### src/rtl/sin_rom_reader_if.sv
// Sine-ROM read bus. The reader drives address and control, and the ROM answers
// with data one clock after a cycle with ce high.
interface sin_rom_reader_if;
    logic [10:0] rom_ad;
    logic        rom_ce;
    logic        rom_oce;
    logic        rom_reset;
    logic [7:0]  rom_dout;

    modport master (
        output rom_ad,
        output rom_ce,
        output rom_oce,
        output rom_reset,
        input  rom_dout
    );

    modport slave (
        input  rom_ad,
        input  rom_ce,
        input  rom_oce,
        input  rom_reset,
        output rom_dout
    );
endinterface

### src/rtl/sin_rom_reader.sv
// Sine-ROM player. While en is high it steps a wrapped address through the
// table at a programmable tick rate. It reads the ROM once per tick, scales each
// sample about the DAC mid-scale code, and presents the result two clocks after
// the read.
module sin_rom_reader #(
    parameter int unsigned TABLE_LEN = 1250,
    parameter logic [7:0]  MID       = 8'h80
) (
    input  logic                    clk,
    input  logic                    reset,
    input  logic                    en,
    input  logic [10:0]             step,
    input  logic [10:0]             phase0,
    input  logic [15:0]             div,
    input  logic [8:0]              amp,
    sin_rom_reader_if.master        rom,
    output logic [7:0]              dac_data,
    output logic                    dac_valid,
    output logic                    wrap,
    output logic                    busy
);

    typedef enum logic [1:0] {
        IDLE,
        RUN,
        DRAIN
    } state_t;

    localparam logic [11:0] TLEN = 12'(TABLE_LEN);

    state_t       state, state_nxt;
    logic [15:0]  div_q;
    logic [15:0]  tick_cnt;
    logic [10:0]  step_q;
    logic [10:0]  addr;
    logic         addr_wrapped;
    logic         tick;

    logic [11:0]  phase_ext;
    logic [11:0]  step_ext;
    logic [11:0]  addr_sum;
    logic [10:0]  start_addr;
    logic [10:0]  start_step;
    logic [10:0]  addr_next;
    logic         addr_next_wrap;

    logic         rd_vld;
    logic         rd_wrap;

    logic [8:0]          amp_eff;
    logic signed [17:0]  centered;
    logic signed [17:0]  product;
    logic signed [17:0]  scaled;
    logic [7:0]          sample;

    // A tick happens on RUN clocks where the divider has counted down to zero.
    assign tick = (state == RUN) && (tick_cnt == 16'd0);

    assign rom.rom_ad    = addr;
    assign rom.rom_ce    = tick;
    assign rom.rom_oce   = 1'b1;
    assign rom.rom_reset = reset;
    assign busy          = (state != IDLE);

    // Fold the start address and step into the table range, and form the next wrapped address.
    always_comb begin
        phase_ext      = {1'b0, phase0};
        step_ext       = {1'b0, step};
        start_addr     = (phase_ext >= TLEN) ? 11'(phase_ext - TLEN) : phase0;
        start_step     = (step_ext  >= TLEN) ? 11'(step_ext  - TLEN) : step;
        addr_sum       = {1'b0, addr} + {1'b0, step_q};
        addr_next_wrap = (addr_sum >= TLEN);
        addr_next      = addr_next_wrap ? 11'(addr_sum - TLEN) : addr_sum[10:0];
    end

    // Scale the ROM sample about MID by min(amp,256)/256, rounding toward -inf.
    always_comb begin
        amp_eff  = (amp > 9'd256) ? 9'd256 : amp;
        centered = $signed({10'd0, rom.rom_dout}) - $signed({10'd0, MID});
        product  = centered * $signed({9'd0, amp_eff});
        scaled   = (product >>> 8) + $signed({10'd0, MID});
        if (scaled < 0) begin
            sample = 8'h00;
        end else if (scaled > 18'sd255) begin
            sample = 8'hFF;
        end else begin
            sample = scaled[7:0];
        end
    end

    // State register.
    always_ff @(posedge clk) begin
        // NOTE: registered state uses non-blocking assignment so every flop samples pre-edge values.
        if (reset) begin
            state <= IDLE;
        end else begin
            state <= state_nxt;
        end
    end

    // Next-state logic. DRAIN waits for the last read to come back and never restarts directly.
    always_comb begin
        // NOTE: the default is assigned before the case so that no path leaves state_nxt unassigned (no latch).
        state_nxt = state;
        case (state)
            IDLE:    if (en)      state_nxt = RUN;
            RUN:     if (!en)     state_nxt = DRAIN;
            DRAIN:   if (!rd_vld) state_nxt = IDLE;
            default:              state_nxt = IDLE;
        endcase
    end

    // Address generator and tick divider. Loaded on start, cleared when idle.
    always_ff @(posedge clk) begin
        if (reset) begin
            div_q        <= '0;
            step_q       <= '0;
            addr         <= '0;
            addr_wrapped <= 1'b0;
            tick_cnt     <= '0;
        end else if (state == IDLE) begin
            if (en) begin
                div_q        <= div;
                step_q       <= start_step;
                addr         <= start_addr;
                addr_wrapped <= 1'b0;
                tick_cnt     <= '0;
            end else begin
                addr         <= '0;
                addr_wrapped <= 1'b0;
                tick_cnt     <= '0;
            end
        end else if (state == RUN) begin
            if (tick) begin
                tick_cnt     <= div_q;
                addr         <= addr_next;
                addr_wrapped <= addr_next_wrap;
            end else begin
                tick_cnt     <= tick_cnt - 16'd1;
            end
        end else if (state_nxt == IDLE) begin
            addr         <= '0;
            addr_wrapped <= 1'b0;
            tick_cnt     <= '0;
        end
    end

    // Two-stage read pipeline: the ROM answers in the next clock, and the DAC output is registered one clock later.
    always_ff @(posedge clk) begin
        if (reset) begin
            rd_vld    <= 1'b0;
            rd_wrap   <= 1'b0;
            dac_valid <= 1'b0;
            wrap      <= 1'b0;
            dac_data  <= MID;
        end else begin
            rd_vld    <= tick;
            rd_wrap   <= tick & addr_wrapped;
            dac_valid <= rd_vld;
            wrap      <= rd_vld & rd_wrap;
            if (rd_vld) begin
                dac_data <= sample;
            end else if (state_nxt == IDLE) begin
                dac_data <= MID;
            end
        end
    end

endmodule

### src/flat_wrapper.sv
// flat-port wrapper written by rule: the top's interface ports become plain ports
module sin_rom_reader_flat 
#(
    parameter int unsigned TABLE_LEN = 1250,
    parameter logic [7:0]  MID       = 8'h80
)
  (clk, reset, en, step, phase0, div, amp, dac_data, dac_valid, wrap, busy, rom_rom_ad, rom_rom_ce, rom_rom_oce, rom_rom_reset, rom_rom_dout);
  sin_rom_reader_if rom_i ();
  input  logic clk;
  input  logic reset;
  input  logic en;
  input  logic [10:0] step;
  input  logic [10:0] phase0;
  input  logic [15:0] div;
  input  logic [8:0] amp;
  output logic [7:0] dac_data;
  output logic dac_valid;
  output logic wrap;
  output logic busy;
  output wire logic [$bits(rom_i.rom_ad)-1:0] rom_rom_ad;
  output wire logic [$bits(rom_i.rom_ce)-1:0] rom_rom_ce;
  output wire logic [$bits(rom_i.rom_oce)-1:0] rom_rom_oce;
  output wire logic [$bits(rom_i.rom_reset)-1:0] rom_rom_reset;
  input wire logic [$bits(rom_i.rom_dout)-1:0] rom_rom_dout;
  assign rom_rom_ad = rom_i.rom_ad;
  assign rom_rom_ce = rom_i.rom_ce;
  assign rom_rom_oce = rom_i.rom_oce;
  assign rom_rom_reset = rom_i.rom_reset;
  assign rom_i.rom_dout = rom_rom_dout;
  sin_rom_reader #(.TABLE_LEN(TABLE_LEN), .MID(MID)) u_core (.clk(clk), .reset(reset), .en(en), .step(step), .phase0(phase0), .div(div), .amp(amp), .rom(rom_i), .dac_data(dac_data), .dac_valid(dac_valid), .wrap(wrap), .busy(busy));
endmodule
### config.mk
export PLATFORM = sky130hd
export DESIGN_NAME = sin_rom_reader_flat
export DESIGN_NICKNAME = d
export VERILOG_FILES = /design/src/rtl/sin_rom_reader_if.sv /design/src/rtl/sin_rom_reader.sv /design/src/flat_wrapper.sv
export SDC_FILE = /design/constraint.sdc
export NUM_CORES = 1
export LEC_CHECK = 0
export ABC_AREA = 1
export CAP_MARGIN = 20
export CORE_MARGIN = 3
export CORE_UTILIZATION = 30
export CTS_CLUSTER_SIZE = 30
export DETAILED_ROUTE_END_ITERATION = 10
export GPL_TIMING_DRIVEN = 0
export PLACE_DENSITY_LB_ADDON = 0.12
export REMOVE_ABC_BUFFERS = 1
export SYNTH_ARGS = -nofsm -noshare
export SYNTH_HDL_FRONTEND = slang
export SYNTH_SLANG_ARGS = --single-unit
### constraint.sdc
create_clock -name clk -period 9.6 [get_ports clk]
set_clock_uncertainty 0.15 [all_clocks]
set_input_delay 1.92 -clock clk [delete_from_list [all_inputs] [get_ports clk]]
set_output_delay 1.92 -clock clk [all_outputs]
set_load 0.1 [all_outputs]
# Yosys cells after proc, flatten, opt, wreduce, memory -nomap -nowiden
# Index checks and enable logic that the tools add are counted.
# Widths: inputs -> output; s select.
[word_totals] reg_bits=69 input_bits=58
[op_classes] add_sub_neg=7 multipliers=1 n_lt_le_gt_ge=6 n_eq_ne=4 mux=23 n_bitwise=2 reduce_logical=12
[ops] operator="$mux 11" count=8
[ops] operator="$mux 16" count=3
[ops] operator="$sub 11x11->11 const B" count=3
[ops] operator="$mux 8" count=4
[ops] operator="$ge 11x11->1 const B" count=2
[ops] operator="$mul 9x10->18" count=1
[ops] operator="$logic_not 16->1" count=1
[ops] operator="$sub 16x1->16 const B" count=1
[ops] operator="$add 11x11->12" count=1
[ops] operator="$ge 12x11->1 const B" count=1
[ops] operator="$add 10x9->11 const B" count=1
[ops] operator="$gt 11x9->1 const B" count=1
[ops] operator="$lt 11x1->1 const B" count=1
[ops] operator="$gt 9x9->1 const B" count=1
[ops] operator="$mux 9" count=1
[ops] operator="$sub 8x8->9 const B" count=1
[ops] operator="$mux 2" count=3
[ops] operator="$pmux 2 s3" count=1
[ops] operator="$reduce_and 2->1" count=3
[ops] operator="$reduce_bool 2->1" count=3
[ops] operator="$logic_not 2->1" count=2
[ops] operator="$mux 1" count=3
[ops] operator="$ne 3x2->1 const B" count=1
[ops] operator="$reduce_bool 3->1" count=1
[ops] operator="6 further kinds" count=7

# Logic depth before layout (Yosys ltp)
# Gate-level depths: netlist (run 1).
[depth] depth_word=8 ltp_mapped=36 ltp_nobuf=36

# Worst setup path after synthesis (run 1)
# Ideal clock, no wire load.
[synth_path] path_type="input to register" from="in amp[6]" to="reg u_core.dac_data[4]" setup_ns=0.138 arrival_ns=7.205 t_required_ns=9.312 slack_ns=2.107 cell_stages=30 path_buffers=0 cell_sequence="nor2_1 > nand2_1 > o21ai_2 > nand2_1 > inv_1 > nand2_1 > fa_1 > fa_1 > inv_1 > fa_1 > fa_1 > inv_1 > fa_1 > inv_1 > ha_1 > a21oi_1 > o21ai_0 > a21oi_1 > nand2_1 > xor2_2 > inv_2 > ha_1 > inv_1 > nand2_1 > nor2_1 > nand2_2 > nand2_2 > nand2_1 > nand2_1 > a21oi_2"
[synth_between] elab_chain_cells=8 elab_cells_between_ends=9 classes_between="add/sub (1); mul (1); order compare (3); mux (4)"
[synth_rtl] item="from (decl)" line="flat_wrapper.sv:15" text="input logic [8:0] amp;"
[synth_rtl] item="$gt 9x9->1" line="sin_rom_reader.sv:78" text="amp_eff = (amp > 9'd256) ? 9'd256 : amp;"
[synth_rtl] item="$mux 9 (*)" line="sin_rom_reader.sv:78"
[synth_rtl] item="$mul 9x10->18 (*)" line="sin_rom_reader.sv:80" text="product = centered * $signed({9'd0, amp_eff});"
[synth_rtl] item="$add 10x9->11 (*)" line="sin_rom_reader.sv:81" text="scaled = (product >>> 8) + $signed({10'd0, MID});"
[synth_rtl] item="$gt 11x9->1" line="sin_rom_reader.sv:84" text="end else if (scaled > 18'sd255) begin"
[synth_rtl] item="$mux 8" line="sin_rom_reader.sv:84"
[synth_rtl] item="$mux 8 (*)" line="sin_rom_reader.sv:82" text="if (scaled < 0) begin"
[synth_rtl] item="$mux 8 (*)" line="sin_rom_reader.sv:161" text="if (rd_vld) begin"
[synth_rtl] item="to (signal assigned)" line="sin_rom_reader.sv:162" text="dac_data <= sample;"
[synth_rtl] item="to (decl)" line="sin_rom_reader.sv:17" text="output logic [7:0] dac_data,"
# Every way passes the cells marked *; elsewhere a longest branch is shown, timed or not.
# A chain may end at the register's enable or synchronous reset.

# Worst setup path after layout (run 1)
[layout_path] from="in amp[0]" to="reg u_core.dac_data[6]"
# Same word-level chain as after synthesis.

==> results of run 1 <==
## power by group through the flow
| stage | Clock [mW] | Combinational, mW | Sequential [mW] |
|---|---|---|---|
| floorplan | 0 | 0.531 | 0.375 |
| global placement | 0 | 0.770 | 0.330 |
| detailed placement | 0 | 0.764 | 0.330 |
| CTS | 0.352 | 0.773 | 0.324 |
| global route | 0.363 | 0.880 | 0.326 |
| finish | 0.343 | 0.761 | 0.324 |
## state kept, by name (all words and copies together) (netlist names)
signal,flops
u_core.addr_wrapped,1
u_core.tick_cnt,16
u_core.rom.rom_ad,11
u_core.rd_wrap,1
u_core.wrap,1
u_core.dac_valid,1
u_core.step_q,11
u_core.div_q,16
u_core.dac_data,8
u_core.state,2
u_core.rd_vld,1
## synthesized netlist by cell type, types with 2 or more instances
cell type,number
ha_1,63
nor3_1,13
nor4_1,5
nand3_1,36
a21o_1,4
nand3_2,13
nor3_2,2
a21oi_1,49
o31ai_1,3
clkbuf_1,18
or2_2,2
fa_1,50
a21oi_2,19
inv_2,4
o21bai_1,2
buf_2,3
inv_1,158
nand2_8,2
a32oi_1,2
a31o_2,3
nand2_2,14
o21ai_0,58
a211oi_1,2
nor2_2,3
nand2_1,190
nand4_1,9
xor2_1,11
buf_4,3
o211ai_1,2
a22oi_1,2
dfxtp_1,69
a31oi_1,8
o221ai_1,4
o21ai_1,3
clkinv_1,3
a221oi_1,2
xnor2_1,12
a21boi_0,2
nor2_1,137
xor2_2,4
## cell type report
cell class	instances	area share, %
tap	319	4.60
clock inverter	6	0.823
sequential	69	15.9
inverter	165	7.14
clock buffer	10	2.64
multi-input combinational	749	59.1
timing repair buffer	83	9.76
## worst max-delay path, delay by kind of cell
family	cells	cell delay, ps
AND/OR/NAND/NOR	11	1260
adder cells (fa/ha/maj)	7	3160
buffers and inverters	7	1080
XOR/XNOR	1	210
AO/OA/AOI/OAI	5	980
## logic make-up after synthesis
family / count (synthesis) / share of synthesized area, %
xor+xnor: 29 / 4.28
buf+inv: 191 / 10.2
flops: 69 / 19.1
other cells: 1 / 0.0518
fa+ha+maj: 113 / 24.7
compound gates: 173 / 15.0
simple gates: 433 / 26.7
## how the worst max path moves through the flow
stage	end	slack [ps]
6_report	u_core.dac_data[6]$_SDFFE_PP0P_	1010
5_1_grt	u_core.dac_data[6]$_SDFFE_PP0P_	460
4_1_cts	u_core.dac_data[6]$_SDFFE_PP0P_	950
3_5_place_dp	u_core.dac_data[6]$_SDFFE_PP0P_	580
3_3_place_gp	u_core.dac_data[4]$_SDFFE_PP0P_	630
2_1_floorplan	u_core.dac_data[4]$_SDFFE_PP0P_	2130
## metrics by stage
step / hold WS (ps) / setup WS, ps
final: 299 / 1010
after global routing: 333 / 463
after CTS: 298 / 950
after detailed placement: 298 / 583
after global placement: 302 / 627
after floorplan: 252 / 2130
## per-layer routing
metal	up-vias	track usage [%]	wire [um]
met2	106	25.2	8650
met4	0	2.70	152
met5	-	0	0
li1	3382	-	-
met1	2922	21.1	9580
met3	9	2.82	815
==> results by group, run 1 <==
Final layout
  • Area of the multi-input gates: 5120 um2
  • Area growth syn-to-layout: 19.7%
  • Antenna cells: 0
  • Commonest non-fill, non-tap cell in the layout: nand2_1
  • Share of layout cells above drive strength 1: 8.69%
  • Register area: 1380 um2
  • Fill cells: 2595
  • Commonest non-fill, non-tap cells in the layout: 190 x nand2_1, 157 x inv_1, 137 x nor2_1, 81 x clkdlybuf4s50_1, 69 x dfxtp_1
  • NumNets Final: 1248
  • Cell Count, Final, Fillers Out: 1401
  • Fin util: 36.7%
  • Fin area: 8670 um2

Critical path
  • CP Class: primary input to flop
  • Startpoint Class: primary input
  • Worst r2r path cells: 11
  • RR Startpoint: u_core.tick_cnt[0]$_SDFFE_PP0P_
  • Crit-path max FO: 8
  • Critical path data arrival time: 8630 ps
  • CP startpoint: amp[0]
  • Reg-to-reg slack, setup: 6650 ps
  • Critical path's slowest cell: fa_1
  • Most used cell, CP: nand2_1
  • Crit. End Element: flop
  • Worst Path Required: 9640 ps
  • Largest stage delay, worst path: 550 ps
  • Reg-to-reg endpoint: u_core.tick_cnt[11]$_SDFFE_PP0P_

Logic synthesis
  • Top area cells in the synthesized netlist: dfxtp_1 19%, fa_1 14%, ha_1 11%, nand2_1 9.8%, inv_1 8.2%
  • Post-synth top area cell: dfxtp_1
  • Cells after Synth: 1009
  • Register area share after synthesis: 19.1%
  • Synth Warn #: 0
  • EDFF count, synth: 0
  • Cell variety after synth: 60
  • Post-synth top area share: 19.1%
  • Synth Register Bits: 69
  • Asr flop ratio synth: 0%
  • Synth Cell Area: 7240 um2
  • Syn avg cell area: 7.18 um2
  • Ys flop type: dfxtp_1

CTS
  • CTS root buf: clkbuf_16
  • Setup Fix Bufs, Post-CTS: 0
  • CTS sink cnt: 69
  • CTS Hold Bufs: 0
  • Worst-path clk slew: 60 ps
  • Worst skew pair latency: 340 ps
  • CTS Buffer Depth: 2
  • CTS tree: done
  • CTS H-tree depth: 3
  • Post-CTS sizing: 0
  • CTS buffer count: 9

Worst hold path
  • Worst hold path stage count: 2
  • Hold Path End: u_core.wrap$_SDFF_PP0_
  • HP Class: flop to flop
  • Hold Crit Start: u_core.rd_wrap$_SDFF_PP0_

Pwr
  • Clock power share: 24.0%
  • Internal Power: 781 uW
  • Peak supply drop: 0.0857 mV
  • Comb pwr share: 53.3%
  • Static leakage: 4.14 nW
  • Sequential share of power: 22.7%
  • Switching share of total power: 45.3%
  • Power Total: 1.43 mW
  • Pwr dens: 165 nW/um2
  • NetSw: 647 uW

Drt
  • WL/cell: 13.7 um
  • DRT antenna net count: 0
  • Vias post-DR: 6419
  • Iteration-0 DRC Markers: 297
  • Vias per inst: 4.58
  • Post-Route WL: 19.2 mm
  • DRC: 0
  • Pre-antenna DRT Iters: 5

STA
  • Period utilization: 89.5%
  • Max-slew violations: 0
  • RSZ-0062 raised after global routing: false
  • Setup-failing EPs final: 0
  • Worst Tran Pin Value: 1040 ps
  • Fmax: 116 MHz
  • Fin Setup TNS: 0 ps
  • Fin crit period: 8590 ps
  • Slew headroom: 30.1%
  • Hold Vio Cnt, Final: 0

Place
  • DP Area: 8340 um2
  • Placed cells: 1384
  • Placer Congestion: 0.825
  • Port Buf Inserts: 81
  • Hpwl dp: 15.4 mm

GRT
  • Largest net degree at the start of global routing: 42
  • GRT Overall Usage: 15.3%
  • Grt total ovfl: 0
  • Global-route wire length before repair: 32.4 mm
  • Vias in the first global route: 6363
  • Initial antenna violation count: 0

Floorplanning
  • Die area: 26000 um2
  • Core area: 23600 um2
  • Ports: 83
  • Initial Util: 30.7%
  • Num rows: 56
  • Die Y-Extent: 161 um
  • Die extent in x: 161 um

Status
  • Status: finished, final reports clean

Run
  • Max cap viols: 0
Note: power is estimated with default switching activity, not from simulation.
==> run 2, diff against run 1 <==
--- a/config.mk
+++ b/config.mk
@@ -9,10 +9,10 @@
 export CAP_MARGIN = 20
 export CORE_MARGIN = 3
 export CORE_UTILIZATION = 30
+export CTS_CLUSTER_DIAMETER = 120
 export CTS_CLUSTER_SIZE = 30
 export DETAILED_ROUTE_END_ITERATION = 10
 export GPL_TIMING_DRIVEN = 0
-export PLACE_DENSITY_LB_ADDON = 0.12
 export REMOVE_ABC_BUFFERS = 1
 export SYNTH_ARGS = -nofsm -noshare
 export SYNTH_HDL_FRONTEND = slang
==> results by group, run 2 (same netlist as run 1, synthesis figures left out) <==
Drt
  • Pre-antenna DRT Iters: 5 (unchanged)
  • Metal3 WL: 617 um (-24%)
  • Uppermost layer routed: met4
  • Iteration-0 DRC Markers: 250 (-16%)
  • DRT antenna net count: 0 (unchanged)
  • Met2 wire len: 8.80 mm (+1.7%)
  • WL/cell: 12.6 um (-7.7%)
  • Post-Route WL: 17.7 mm (-7.7%)
  • DRC: 0 (unchanged)
  • Vias post-DR: 6410 (-0.14%)
  • DRT met1 WL: 8.10 mm (-15%)
  • Vias per inst: 4.58 (-0.14%)

GRT
  • GRT Overall Usage: 13.9% (-1.4 points)
  • Vias in the first global route: 6388 (+0.39%)
  • Largest net degree at the start of global routing: 36 (-14%)
  • Global-route wire length before repair: 30.3 mm (-6.4%)
  • Grt total ovfl: 0 (unchanged)
  • Initial antenna violation count: 0 (unchanged)

CTS
  • Worst skew pair latency: 340 ps (about the same)
  • CTS tree: done
  • CTS Buffer Depth: 2 (unchanged)
  • CTS buffer count: 9 (unchanged)
  • CTS H-tree depth: 3 (unchanged)
  • Worst-path clk slew: 60 ps (about the same)
  • CTS sink cnt: 69 (unchanged)
  • Setup Fix Bufs, Post-CTS: 0 (unchanged)
  • CTS Hold Bufs: 0 (unchanged)
  • Post-CTS sizing: 0 (unchanged)
  • CTS root buf: clkbuf_16

Critical path
  • CP Class: primary input to flop
  • Crit. End Element: flop
  • Critical path's slowest cell: fa_1
  • Largest stage delay, worst path: 540 ps (about the same)
  • Worst Path Required: 9650 ps (about the same)
  • Delay-heaviest family, CP: adder cells
  • Startpoint Class: primary input
  • Most used cell, CP: nand2_1
  • Buffers & Inverters on Critical Path: 7 (unchanged)
  • Critical path data arrival time: 8450 ps (-180 ps)
  • Crit-path max FO: 8 (unchanged)

STA
  • RSZ-0062 raised after global routing: false
  • Period utilization: 87.6% (-1.9 points)
  • Fin Setup TNS: 0 ps (unchanged)
  • Setup-failing EPs final: 0 (unchanged)
  • Fin crit period: 8410 ps (-183 ps)
  • Slew headroom: 30.0% (-0.15 points)
  • Fmax: 119 MHz (+2.2%)
  • Max-slew violations: 0 (unchanged)
  • Worst Tran Pin Value: 1050 ps (+2.23 ps)
  • Hold Vio Cnt, Final: 0 (unchanged)

Floorplanning
  • Num rows: 56 (unchanged)
  • Die extent in x: 161 um (unchanged)
  • Die area: 26000 um2 (unchanged)
  • Ports: 83 (unchanged)
  • Core area: 23600 um2 (unchanged)
  • Die Y-Extent: 161 um (unchanged)
  • Initial Util: 30.7% (unchanged)

Final layout
  • Largest registers: u_core.div_q: 16 flops, u_core.tick_cnt: 16 flops
  • Share of layout cells above drive strength 1: 8.69% (unchanged)
  • Commonest non-fill, non-tap cell in the layout: nand2_1
  • Antenna cells: 0 (unchanged)
  • NumNets Final: 1248 (unchanged)
  • Area growth syn-to-layout: 19.9%
  • Commonest non-fill, non-tap cells in the layout: 190 x nand2_1, 158 x inv_1, 137 x nor2_1, 81 x clkdlybuf4s50_1, 69 x dfxtp_1
  • Cell Count, Final, Fillers Out: 1401 (unchanged)

Place
  • Placed cells: 1384 (unchanged)
  • Port Buf Inserts: 81 (unchanged)
  • Placer Congestion: 0.868 (+5.3%)
  • Hpwl dp: 14.5 mm (-5.6%)

Pwr
  • Static leakage: 4.15 nW (+0.46%)
  • Peak supply drop: 0.0659 mV (-23%)
  • Pwr dens: 165 nW/um2 (+0.19%)

Worst hold path
  • HP Class: flop to flop

Status
  • Status: finished, final reports clean

Run
  • Max cap viols: 0 (unchanged)
==> run 2: worst register-to-register path, stage by stage (launching register included) <==
cell and delay, ps:
dfxtp_1 350, inv_1 70, ha_1 220, nand2_1 180, nor4_1 90, nand3_1 90
inv_1 40, nor2_1 670, inv_1 430, nor3_1 330, a22oi_1 100, a21oi_1 160
==> run 2: report_power, final <==
group          total, mW  internal, mW  switching, mW
registers          0.323         0.306         0.0165
logic              0.743         0.271          0.472
clock network      0.367         0.231          0.136
total               1.43         0.808          0.625
==> run 2: layout make-up <==
| type | instances | area, um2 |
|---|---|---|
| clock buffer | 9 | 225 |
| clock inverter | 7 | 103 |
| fill | 2494 | 14900 |
| inverter | 165 | 619 |
| multi-input combinational | 749 | 5120 |
| sequential | 69 | 1380 |
| tap | 319 | 399 |
| timing repair buffer | 83 | 833 |
==> run 2: final timing paths <==
kind	from	to	slack [ps]	cells past startpoint
hold / removal	u_core.rd_wrap$_SDFF_PP0_	u_core.wrap$_SDFF_PP0_	280	2
setup reg to reg	u_core.tick_cnt[0]$_SDFFE_PP0P_	u_core.tick_cnt[11]$_SDFFE_PP0P_	6640	11
setup / recovery	amp[0]	u_core.dac_data[2]$_SDFFE_PP0P_	1190	31
hold reg to reg	u_core.rd_wrap$_SDFF_PP0_	u_core.wrap$_SDFF_PP0_	280	2
==> run 2: through the flow <==
step | util (%) | hold slack, ps | power, mW | setup slack, ps | cell area, um2
global route | 36.8 | 321 | 1.57 | 691 | 8680
finish | 36.8 | 280 | 1.43 | 1190 | 8680
CTS | 36.7 | 286 | 1.45 | 1190 | 8680
global placement | 35.3 | 271 | 1.07 | 847 | 8330
floorplan | - | 252 | 0.906 | 2130 | 7120
detailed placement | 35.4 | 277 | 1.08 | 819 | 8350
==> run 2: metal layers <==
| metal | global-route usage [%] | up-vias |
|---|---|---|
| met1 | 17.9 | 2919 |
| met2 | 24.8 | 104 |
| met5 | 0 | - |
| met4 | 3.25 | 0 |
| li1 | - | 3372 |
| met3 | 1.77 | 15 |
==> run 3, diff against run 2 <==
--- a/config.mk
+++ b/config.mk
@@ -13,7 +13,6 @@
 export CTS_CLUSTER_SIZE = 30
 export DETAILED_ROUTE_END_ITERATION = 10
 export GPL_TIMING_DRIVEN = 0
-export REMOVE_ABC_BUFFERS = 1
 export SYNTH_ARGS = -nofsm -noshare
 export SYNTH_HDL_FRONTEND = slang
 export SYNTH_SLANG_ARGS = --single-unit
==> results by group, run 3 (same netlist as run 1, synthesis figures left out) <==
Status
  • Status: finished, final reports clean

Final layout
  • Share of layout cells above drive strength 1: 8.89% (+0.21 points)
  • Fin util: 36.9% (+0.13 points)
  • Cell Count, Final, Fillers Out: 1421 (+1.4%)
  • NumNets Final: 1268 (+1.6%)
  • Fin area: 8720 um2 (+0.36%)
  • Commonest non-fill, non-tap cells in the layout: 190 x nand2_1, 158 x inv_1, 137 x nor2_1, 77 x clkdlybuf4s50_1, 69 x dfxtp_1
  • Fill cells: 2522 (+1.1%)
  • Commonest non-fill, non-tap cell in the layout: nand2_1
  • Area growth syn-to-layout: 20.3%
  • Largest registers: u_core.div_q: 16 flops, u_core.tick_cnt: 16 flops
  • Antenna cells: 0 (unchanged)

CTS
  • Setup Fix Bufs, Post-CTS: 0 (unchanged)
  • CTS Hold Bufs: 0 (unchanged)
  • CTS H-tree depth: 3 (unchanged)
  • CTS root buf: clkbuf_16
  • CTS Buffer Depth: 2 (unchanged)
  • CTS tree: done
  • CTS sink cnt: 69 (unchanged)
  • CTS buffer count: 9 (unchanged)
  • Worst-path clk slew: 60 ps (about the same)
  • Worst skew pair latency: 340 ps (about the same)
  • Post-CTS sizing: 0 (unchanged)

Critical path
  • Worst path depth: 31 (unchanged)
  • Delay-heaviest family, CP: adder cells
  • Most used cell, CP: nand2_1
  • Startpoint Class: primary input
  • CP startpoint: amp[0]
  • Worst Path Required: 9650 ps (about the same)
  • RR Startpoint: u_core.rom.rom_ad[0]$_SDFFE_PP0P_
  • CP Class: primary input to flop
  • Largest stage delay, worst path: 550 ps (about the same)
  • Worst setup path endpoint: u_core.dac_data[0]$_SDFFE_PP0P_
  • Crit-path max FO: 8 (unchanged)
  • Reg-to-reg slack, setup: 6780 ps (+140 ps)
  • Critical path's slowest cell: clkdlybuf4s50_1
  • Critical path data arrival time: 8490 ps (+40 ps)
  • Buffers & Inverters on Critical Path: 7 (unchanged)
  • Reg-to-reg endpoint: u_core.rom.rom_ad[7]$_SDFFE_PP0P_
  • Worst r2r path cells: 13 (+2)
  • Crit. End Element: flop

Pwr
  • Peak supply drop: 0.0926 mV (+40%)
  • Static leakage: 4.16 nW (+0.13%)
  • Pwr dens: 162 nW/um2 (-1.6%)

Floorplanning
  • Ports: 83 (unchanged)
  • Die extent in x: 161 um (unchanged)
  • Core area: 23600 um2 (unchanged)
  • Die area: 26000 um2 (unchanged)
  • Num rows: 56 (unchanged)
  • Initial Util: 30.7% (unchanged)
  • Die Y-Extent: 161 um (unchanged)

Drt
  • Vias per inst: 4.68 (+2.2%)
  • Vias post-DR: 6645 (+3.7%)
  • DRC: 0 (unchanged)
  • DRT antenna net count: 0 (unchanged)
  • Iteration-0 DRC Markers: 393 (+57%)
  • Post-Route WL: 18.7 mm (+5.8%)
  • WL/cell: 13.2 um (+4.3%)
  • Pre-antenna DRT Iters: 5 (unchanged)

STA
  • Worst Tran Pin Value: 1060 ps (+16.1 ps)
  • Slew headroom: 28.9% (-1.1 points)
  • Fin Setup TNS: 0 ps (unchanged)
  • Period utilization: 87.9% (+0.32 points)
  • Fin crit period: 8440 ps (+30.9 ps)
  • Max-slew violations: 0 (unchanged)
  • RSZ-0062 raised after global routing: false
  • Worst hold slack: 259 ps (-21.4 ps)
  • Hold Vio Cnt, Final: 0 (unchanged)
  • Fmax: 119 MHz (-0.37%)
  • Setup-failing EPs final: 0 (unchanged)

Place
  • Hpwl dp: 15.3 mm (+5.3%)
  • Placer Congestion: 0.902 (+3.8%)
  • Placed cells: 1405 (+1.5%)
  • Port Buf Inserts: 77 (-4.9%)
  • DP Area: 8410 um2 (+0.78%)

GRT
  • Largest net degree at the start of global routing: 13 (-64%)
  • GRT Overall Usage: 14.7% (+0.76 points)
  • Vias in the first global route: 6516 (+2.0%)
  • Initial antenna violation count: 0 (unchanged)
  • Grt total ovfl: 0 (unchanged)
  • Global-route wire length before repair: 31.5 mm (+4.1%)

Logic synthesis
  • Synth Net Count: 1180

Worst hold path
  • HP Class: flop to flop
  • Hold Crit Start: u_core.rd_wrap$_SDFF_PP0_

Run
  • Max cap viols: 0 (unchanged)
run 3: cell count changes in the layout (fill, tap and decap cells not counted), sizes merged:
cell | previous run | this run
clkbuf | 9 | 29
buf | 2 | 8
clkdlybuf4s50 | 81 | 77
clkinvlp | 0 | 2
inv | 165 | 163
bufinv | 2 | 1
clkinv | 5 | 4
run 3: how the worst min path moves through the flow:
stage                        endpoint  cells past startpoint
2_1_floorplan  u_core.wrap$_SDFF_PP0_                      2
3_3_place_gp   u_core.wrap$_SDFF_PP0_                      2
3_5_place_dp   u_core.wrap$_SDFF_PP0_                      2
4_1_cts        u_core.wrap$_SDFF_PP0_                      2
5_1_grt        u_core.wrap$_SDFF_PP0_                      2
6_report       u_core.wrap$_SDFF_PP0_                      2
run 3: area by class of cell:
type	instances	area (um2)	share of cell area [%]
tap	319	399	4.58
sequential	69	1380	15.8
timing repair buffer	77	771	8.84
multi-input combinational	749	5120	58.8
buffer	26	120	1.38
clock inverter	5	58.8	0.675
inverter	165	619	7.11
clock buffer	11	243	2.78
run 3: report_power, final:
group	leakage, nW	switching [mW]	internal [mW]
Combinational	3.45	0.483	0.271
Clock	0.142	0.130	0.209
Sequential	0.566	0.0162	0.306
run 3: metal layers:
| layer | share of wire (%) | vias to the layer above | track usage [%] | wire length (um) |
|---|---|---|---|---|
| li1 | - | 3417 | - | - |
| met1 | 47 | 3099 | 19.4 | 8790 |
| met2 | 47 | 112 | 25.0 | 8900 |
| met3 | 4.4 | 17 | 2.62 | 830 |
| met4 | 1.2 | 0 | 3.25 | 218 |
| met5 | 0 | - | 0 | 0 |
run 3: through the flow:
stage	total power, mW	setup WS (ps)
4_1_cts	1.43	1150
5_1_grt	1.55	717
6_report	1.42	1160
3_3_place_gp	1.08	809
2_1_floorplan	0.916	2110
3_5_place_dp	1.08	790
run 3: worst min-delay path, cell delays in order, from the launching register on:
cell and delay, ps:
dfxtp_1 290, nand2_1 50, nor2_1 30
